**src/rtl/meduram_wr_scheduler_if.sv**
```systemverilog
// Bus bundle for meduram_wr_scheduler: two valid/ready write request streams in,
// two registered RAM write ports out. The slave modport is the scheduler side.
interface meduram_wr_scheduler_if #(
  parameter int ADDR_WIDTH = 9,
  parameter int DATA_WIDTH = 64
);
  logic                  s1_valid;
  logic                  s1_ready;
  logic [ADDR_WIDTH-1:0] s1_addr;
  logic [DATA_WIDTH-1:0] s1_data;

  logic                  s2_valid;
  logic                  s2_ready;
  logic [ADDR_WIDTH-1:0] s2_addr;
  logic [DATA_WIDTH-1:0] s2_data;

  logic                  wren1;
  logic [ADDR_WIDTH-1:0] wraddr1;
  logic [DATA_WIDTH-1:0] wrdata1;

  logic                  wren2;
  logic [ADDR_WIDTH-1:0] wraddr2;
  logic [DATA_WIDTH-1:0] wrdata2;

  modport master (
    output s1_valid, s1_addr, s1_data,
    output s2_valid, s2_addr, s2_data,
    input  s1_ready, s2_ready,
    input  wren1, wraddr1, wrdata1,
    input  wren2, wraddr2, wrdata2
  );

  modport slave (
    input  s1_valid, s1_addr, s1_data,
    input  s2_valid, s2_addr, s2_data,
    output s1_ready, s2_ready,
    output wren1, wraddr1, wrdata1,
    output wren2, wraddr2, wrdata2
  );
endinterface

```
**src/rtl/meduram_wr_scheduler.sv**
```systemverilog
// Write-side front end for the 2W/2R RAM: per-port FIFOs plus a collision-serializing
// scheduler (port 2 wins). Define MEDURAM_WRSCHED_CNT_EN to add the collision_cnt port.
module meduram_wr_scheduler #(
  parameter int ADDR_WIDTH = 9,
  parameter int DATA_WIDTH = 64,
  parameter int FIFO_DEPTH = 4
) (
  input  logic aclk,
  input  logic arstn,
  meduram_wr_scheduler_if.slave bus
`ifdef MEDURAM_WRSCHED_CNT_EN
  ,
  output logic [15:0] collision_cnt
`endif
);

  localparam int PW = $clog2(FIFO_DEPTH);
  localparam int CW = PW + 1;
  localparam int EW = ADDR_WIDTH + DATA_WIDTH;
  localparam logic [CW-1:0] FULL = CW'(FIFO_DEPTH);

  localparam logic [0:0] ST_RUN     = 1'b0;
  localparam logic [0:0] ST_P2_ONLY = 1'b1;

  logic [EW-1:0] mem1 [FIFO_DEPTH];
  logic [EW-1:0] mem2 [FIFO_DEPTH];
  logic [PW-1:0] wptr1, rptr1, wptr2, rptr2;
  logic [CW-1:0] cnt1, cnt2;

  logic                  push1, push2;
  logic                  hv1, hv2;
  logic [ADDR_WIDTH-1:0] head1_addr, head2_addr;
  logic [DATA_WIDTH-1:0] head1_data, head2_data;

  logic [0:0] state, state_nxt;
  logic       issue1, issue2, collide;

  // Ready comes only from registered occupancy, so there is no combinational pop-to-ready path.
  assign bus.s1_ready = (cnt1 != FULL);
  assign bus.s2_ready = (cnt2 != FULL);
  assign push1 = bus.s1_valid && bus.s1_ready;
  assign push2 = bus.s2_valid && bus.s2_ready;

  assign hv1 = (cnt1 != '0);
  assign hv2 = (cnt2 != '0);
  assign {head1_addr, head1_data} = mem1[rptr1];
  assign {head2_addr, head2_data} = mem2[rptr2];

  always_ff @(posedge aclk) begin
    if (push1) mem1[wptr1] <= {bus.s1_addr, bus.s1_data};
    if (push2) mem2[wptr2] <= {bus.s2_addr, bus.s2_data};
  end

  always_ff @(posedge aclk or negedge arstn) begin
    if (!arstn) begin
      wptr1 <= '0;
      rptr1 <= '0;
      cnt1  <= '0;
      wptr2 <= '0;
      rptr2 <= '0;
      cnt2  <= '0;
    end else begin
      if (push1)  wptr1 <= wptr1 + PW'(1);
      if (issue1) rptr1 <= rptr1 + PW'(1);
      if (push2)  wptr2 <= wptr2 + PW'(1);
      if (issue2) rptr2 <= rptr2 + PW'(1);
      case ({push1, issue1})
        2'b10:   cnt1 <= cnt1 + CW'(1);
        2'b01:   cnt1 <= cnt1 - CW'(1);
        default: cnt1 <= cnt1;
      endcase
      case ({push2, issue2})
        2'b10:   cnt2 <= cnt2 + CW'(1);
        2'b01:   cnt2 <= cnt2 - CW'(1);
        default: cnt2 <= cnt2;
      endcase
    end
  end

  // On a same-address collision port 1 goes first and port 2 follows alone next cycle,
  // so the later write (port 2) is the one that sticks.
  always_comb begin
    issue1    = 1'b0;
    issue2    = 1'b0;
    collide   = 1'b0;
    state_nxt = state;
    if (state == ST_RUN) begin
      if (hv1 && hv2 && (head1_addr == head2_addr)) begin
        issue1    = 1'b1;
        collide   = 1'b1;
        state_nxt = ST_P2_ONLY;
      end else begin
        issue1 = hv1;
        issue2 = hv2;
      end
    end else begin
      issue2    = hv2;
      state_nxt = ST_RUN;
    end
  end

  always_ff @(posedge aclk or negedge arstn) begin
    if (!arstn) begin
      state       <= ST_RUN;
      bus.wren1   <= 1'b0;
      bus.wraddr1 <= '0;
      bus.wrdata1 <= '0;
      bus.wren2   <= 1'b0;
      bus.wraddr2 <= '0;
      bus.wrdata2 <= '0;
    end else begin
      state     <= state_nxt;
      bus.wren1 <= issue1;
      bus.wren2 <= issue2;
      if (issue1) begin
        bus.wraddr1 <= head1_addr;
        bus.wrdata1 <= head1_data;
      end
      if (issue2) begin
        bus.wraddr2 <= head2_addr;
        bus.wrdata2 <= head2_data;
      end
    end
  end

`ifdef MEDURAM_WRSCHED_CNT_EN
  always_ff @(posedge aclk or negedge arstn) begin
    if (!arstn) begin
      collision_cnt <= '0;
    end else if (collide && (collision_cnt != 16'hFFFF)) begin
      collision_cnt <= collision_cnt + 16'd1;
    end
  end
`endif

endmodule
```
**src/flat_wrapper.sv**
```systemverilog
// flat-port wrapper written by rule: the top's interface ports become plain ports
module meduram_wr_scheduler_flat 
#(
  parameter int ADDR_WIDTH = 9,
  parameter int DATA_WIDTH = 64,
  parameter int FIFO_DEPTH = 4
)
  (aclk, arstn, bus_s1_valid, bus_s1_addr, bus_s1_data, bus_s2_valid, bus_s2_addr, bus_s2_data, bus_s1_ready, bus_s2_ready, bus_wren1, bus_wraddr1, bus_wrdata1, bus_wren2, bus_wraddr2, bus_wrdata2);
  meduram_wr_scheduler_if #(.ADDR_WIDTH(ADDR_WIDTH), .DATA_WIDTH(DATA_WIDTH)) bus_i ();
  input  logic aclk;
  input  logic arstn;
  input wire logic [$bits(bus_i.s1_valid)-1:0] bus_s1_valid;
  input wire logic [$bits(bus_i.s1_addr)-1:0] bus_s1_addr;
  input wire logic [$bits(bus_i.s1_data)-1:0] bus_s1_data;
  input wire logic [$bits(bus_i.s2_valid)-1:0] bus_s2_valid;
  input wire logic [$bits(bus_i.s2_addr)-1:0] bus_s2_addr;
  input wire logic [$bits(bus_i.s2_data)-1:0] bus_s2_data;
  output wire logic [$bits(bus_i.s1_ready)-1:0] bus_s1_ready;
  output wire logic [$bits(bus_i.s2_ready)-1:0] bus_s2_ready;
  output wire logic [$bits(bus_i.wren1)-1:0] bus_wren1;
  output wire logic [$bits(bus_i.wraddr1)-1:0] bus_wraddr1;
  output wire logic [$bits(bus_i.wrdata1)-1:0] bus_wrdata1;
  output wire logic [$bits(bus_i.wren2)-1:0] bus_wren2;
  output wire logic [$bits(bus_i.wraddr2)-1:0] bus_wraddr2;
  output wire logic [$bits(bus_i.wrdata2)-1:0] bus_wrdata2;
  assign bus_i.s1_valid = bus_s1_valid;
  assign bus_i.s1_addr = bus_s1_addr;
  assign bus_i.s1_data = bus_s1_data;
  assign bus_i.s2_valid = bus_s2_valid;
  assign bus_i.s2_addr = bus_s2_addr;
  assign bus_i.s2_data = bus_s2_data;
  assign bus_s1_ready = bus_i.s1_ready;
  assign bus_s2_ready = bus_i.s2_ready;
  assign bus_wren1 = bus_i.wren1;
  assign bus_wraddr1 = bus_i.wraddr1;
  assign bus_wrdata1 = bus_i.wrdata1;
  assign bus_wren2 = bus_i.wren2;
  assign bus_wraddr2 = bus_i.wraddr2;
  assign bus_wrdata2 = bus_i.wrdata2;
  meduram_wr_scheduler #(.ADDR_WIDTH(ADDR_WIDTH), .DATA_WIDTH(DATA_WIDTH), .FIFO_DEPTH(FIFO_DEPTH)) u_core (.aclk(aclk), .arstn(arstn), .bus(bus_i));
endmodule
```
**config.mk**
```make
export PLATFORM = sky130hd
export DESIGN_NAME = meduram_wr_scheduler_flat
export DESIGN_NICKNAME = d
export VERILOG_FILES = /design/src/rtl/meduram_wr_scheduler_if.sv /design/src/rtl/meduram_wr_scheduler.sv /design/src/flat_wrapper.sv
export SDC_FILE = /design/constraint.sdc
export NUM_CORES = 1
export LEC_CHECK = 0
export CORE_ASPECT_RATIO = 1.1
export CORE_MARGIN = 2
export CORE_UTILIZATION = 30
export CTS_CLUSTER_DIAMETER = 40
export DETAILED_ROUTE_END_ITERATION = 6
export PLACE_DENSITY = 0.58
export SLEW_MARGIN = 20
export SYNTH_ARGS = -nofsm -noshare
export SYNTH_HDL_FRONTEND = slang
export SYNTH_SLANG_ARGS = --single-unit
```
**constraint.sdc**
```tcl
create_clock -name aclk -period 9.15 [get_ports aclk]
set_input_delay 1.83 -clock aclk [delete_from_list [all_inputs] [get_ports aclk]]
set_output_delay 1.83 -clock aclk [all_outputs]
set_load 0.1 [all_outputs]
```
==> run summary <==
RUN STATUS
--------------------------------------------------------------------------------------
Run status                                                                finished clean

GLOBAL ROUTING
--------------------------------------------------------------------------------------
Number of antenna violations at the first check in global routing                   17
Via count of the first global-routing pass                                       14300
Largest net degree at the start of global routing                                   75
Total global routing track utilization                                           0.131
Overflow after GRT                                                                   0
Global-route wire length before repair                                        91700 µm

LOGIC SYNTHESIS
--------------------------------------------------------------------------------------
Synthesized-area fraction occupied by adder cells                              0.00603
XOR/XNOR share of the synthesized area                                         0.00672
Total of flip-flops plus latches after synthesis                                   747
Portion of the post-synthesis area used by sequential elements                   0.790
Number of unique standard cell types used by synthesis                              27
Post-synthesis mux area share                                                    0.181
Avg Cell Area, Syn                                                            23.5 µm²
Main combinational cell family by area after synthesis                    multiplexers
Post-synth net total                                                              1329
Cell count after synthesis                                                        1167
Synthesized-area fraction occupied by ao, oa, aoi and oai cells                0.00133
Syn. warnings                                                                        0
Simple-gate portion of the synthesized area                                    0.00548
Summed instance area of the synthesized netlist                              27400 µm²

CELLS AND AREA
--------------------------------------------------------------------------------------
Synthesis-to-finish area growth                                                  29.9%
Fraction of layout instances using a drive strength above 1                      0.284
Nets@finish                                                                       1704
Most frequent standard cell in the layout excluding fill and tap cells    sky130_fd_sc_hd__edfxtp_1
Design area                                                                  35600 µm²
Leading cell types in the layout, fill and taps excluded                  sky130_fd_sc_hd__edfxtp_1, sky130_fd_sc_hd__clkdlybuf4s50_1, sky130_fd_sc_hd__dfrtp_1

CRITICAL PATH
--------------------------------------------------------------------------------------
Top cell by count, worst path                                             sky130_fd_sc_hd__buf_4
Data required, critical path                                                   9.67 ns
Classification of the worst setup path                                    flip-flop to flip-flop
Worst path depth                                                                     8
Worst path bufs/invs                                                                 3
Critical Path End Type                                                       flip-flop
Biggest fanout along the worst timing path                                          61
Cell class contributing the biggest share of worst-path delay             buffers and inverters
Nature of the critical path startpoint                                       flip-flop
Depth of the worst register-to-register path                                         8
CP max stage cell                                                         sky130_fd_sc_hd__buf_4
Crit-path max cell delay                                                       0.76 ns
Critical path arrival                                                          4.88 ns
Crit path cell chain                                                      buf_4, mux4_2, xnor2_1, nand4_1, o31ai_4, buf_4, buf_4, mux2_1

FLOORPLANNING
--------------------------------------------------------------------------------------
Overall die area                                                             93700 µm²
Num rows                                                                           116
Die width                                                                       292 µm
Starting density of the core                                                     0.302
Area of the core                                                             90700 µm²
Height of the chip                                                              321 µm
I/O pin count                                                                      300

TIMING
--------------------------------------------------------------------------------------
Final Hold Viols                                                                     0
Normalized max-slew margin                                                       0.236
Fmax                                                                         0.229 GHz
Setup repair after global routing missed its margin                                 no
Final Max Slew Viols                                                                 0
Setup TNS                                                                         0 ns
Measured slew at the worst slew-check pin                                      1.14 ns
Final setup violation count                                                          0
Worst-case clock skew                                                        0.0583 ns
Final worst-path cycle share                                                     0.477
Final critical delay including setup and external delays                       4.36 ns

CLOCKING
--------------------------------------------------------------------------------------
Setup repair bufs after CTS                                                          0
Hold bufs inserted after CTS                                                         0
CTS max path bufs                                                                    3
Clock net sink count                                                               747
Post-CTS Resized                                                                     0
CTS H-tree depth                                                                     3
Clk root buf                                                              sky130_fd_sc_hd__clkbuf_16
Worst skew pair latency                                                        0.66 ns
Clock slew at the register clock pins of the worst setup and hold paths        0.06 ns
Clock buffers created by TritonCTS                                                 105
CTS tree                                                                         built

ROUTING
--------------------------------------------------------------------------------------
Total iterations of the first detailed-routing run                                   4
Average vias per placed instance                                                  4.54
DRC violations left                                                                  0
Drt initial violations                                                             537
Total length of routed wires                                                  61600 µm
Average wire per standard cell                                                 21.9 µm
Via count of the routed design                                                   12800
Antenna violation net count after detailed routing                                   0

PLACE
--------------------------------------------------------------------------------------
Area after detailed placement                                                31800 µm²
Placed wire-length estimate after detailed placement                          37100 µm
Global placement routability congestion                                          0.689
Number of buffer cells added on primary ports                                      299

FLOW RUN
--------------------------------------------------------------------------------------
Number of violations of the max-capacitance limit                                    0

MIN PATH
--------------------------------------------------------------------------------------
Instance count along the most critical hold path                                     1
Hold Path Class                                                           flip-flop to flip-flop

==> sequential cells by signal, indices dropped and copies added, names as in the netlist <==
| name | flops |
|---|---|
| u_core.bus.wren2 | 1 |
| u_core.rptr2 | 2 |
| u_core.wptr1 | 2 |
| u_core.bus.wrdata1 | 64 |
| u_core.bus.wraddr2 | 9 |
| u_core.bus.wraddr1 | 9 |
| u_core.cnt1 | 3 |
| u_core.wptr2 | 2 |
| u_core.mem2 | 292 |
| u_core.mem1 | 292 |
| u_core.state | 1 |
| u_core.cnt2 | 3 |
| u_core.rptr1 | 2 |
| u_core.bus.wren1 | 1 |
| u_core.bus.wrdata2 | 64 |
==> worst paths after layout <==
check / startpoint / endpoint / slack [ns]
worst max-delay path: u_core.rptr2[1]$_DFFE_PN0P_ / u_core.bus.wrdata2[12]$_DFFE_PN0P_ / 4.79
worst min-delay path: u_core.bus.wrdata2[44]$_DFFE_PN0P_ / u_core.bus.wrdata2[44]$_DFFE_PN0P_ / 0.49
worst max register to register: u_core.rptr2[1]$_DFFE_PN0P_ / u_core.bus.wrdata2[12]$_DFFE_PN0P_ / 4.79
worst min register to register: u_core.bus.wrdata2[44]$_DFFE_PN0P_ / u_core.bus.wrdata2[44]$_DFFE_PN0P_ / 0.49
max in group asynchronous: arstn / u_core.rptr1[0]$_DFFE_PN0P_ / 6.50
min in group asynchronous: arstn / u_core.bus.wrdata2[8]$_DFFE_PN0P_ / 1.18
==> routing by layer <==
layer	vias up	routed length, µm	GRT usage
met5	-	146	0
li1	5549	-	-
met1	6694	24500	0.155
met2	395	29800	0.217
met4	24	1170	0.0399
met3	115	5970	0.0574
==> cell type report <==
type	instances	area, µm²
Fill cell	8052	55200
Sequential cell	747	21600
Multi-Input combinational cell	359	5530
Timing Repair Buffer	316	3120
Clock buffer	125	2780
Tap cell	1180	1480
Clock inverter	75	957
Inverter	13	48.8
Antenna cell	2	5.00
==> Yosys cell counts <==
cell | instances | area [µm²]
sky130_fd_sc_hd__mux2_2 | 96 | 1080
sky130_fd_sc_hd__o311ai_0 | 1 | 8.76
sky130_fd_sc_hd__ha_1 | 10 | 125
sky130_fd_sc_hd__mux2_1 | 50 | 563
sky130_fd_sc_hd__fa_1 | 2 | 40.0
sky130_fd_sc_hd__and2_1 | 2 | 12.5
sky130_fd_sc_hd__clkbuf_1 | 24 | 90.1
sky130_fd_sc_hd__nor3_1 | 2 | 10.0
sky130_fd_sc_hd__inv_1 | 13 | 48.8
sky130_fd_sc_hd__mux2i_1 | 1 | 10.0
sky130_fd_sc_hd__or3_1 | 1 | 6.26
sky130_fd_sc_hd__nor2_1 | 3 | 11.3
sky130_fd_sc_hd__buf_1 | 9 | 33.8
sky130_fd_sc_hd__o31ai_2 | 1 | 12.5
sky130_fd_sc_hd__o21ai_0 | 3 | 15.0
sky130_fd_sc_hd__buf_6 | 5 | 56.3
sky130_fd_sc_hd__nand4_1 | 4 | 25.0
sky130_fd_sc_hd__buf_2 | 9 | 45.0
sky130_fd_sc_hd__mux4_2 | 146 | 3290
sky130_fd_sc_hd__xnor2_1 | 16 | 140
sky130_fd_sc_hd__nand2_1 | 4 | 15.0
sky130_fd_sc_hd__xor2_1 | 5 | 43.8
sky130_fd_sc_hd__and3_1 | 8 | 50.1
sky130_fd_sc_hd__dfrtp_1 | 163 | 4080
sky130_fd_sc_hd__buf_4 | 1 | 7.51
sky130_fd_sc_hd__edfxtp_1 | 584 | 17500
sky130_fd_sc_hd__nand3_1 | 4 | 20.0
==> stage by stage <==
stage / util / std cells / setup slack (ns) / hold WS [ns]
floorplan: - / 1167 / 5.13 / 0.456
global placement: 0.351 / 2615 / 4.66 / 0.475
detailed placement: 0.351 / 2615 / 4.66 / 0.484
CTS: 0.392 / 2815 / 4.62 / 0.496
global route: 0.392 / 2815 / 4.47 / 0.508
finish: 0.392 / 2817 / 4.79 / 0.491
==> cell families after synthesis <==
logic type,after synthesis
AND/OR/NAND/NOR,28
AO/OA/AOI/OAI,5
adder cells (fa/ha/maj),12
XOR/XNOR,21
multiplexers,293
flip-flops,747
buffers and inverters,61
Power is not shown: default switching activity piles up to over one toggle a cycle in this logic, so the estimate is an artifact.
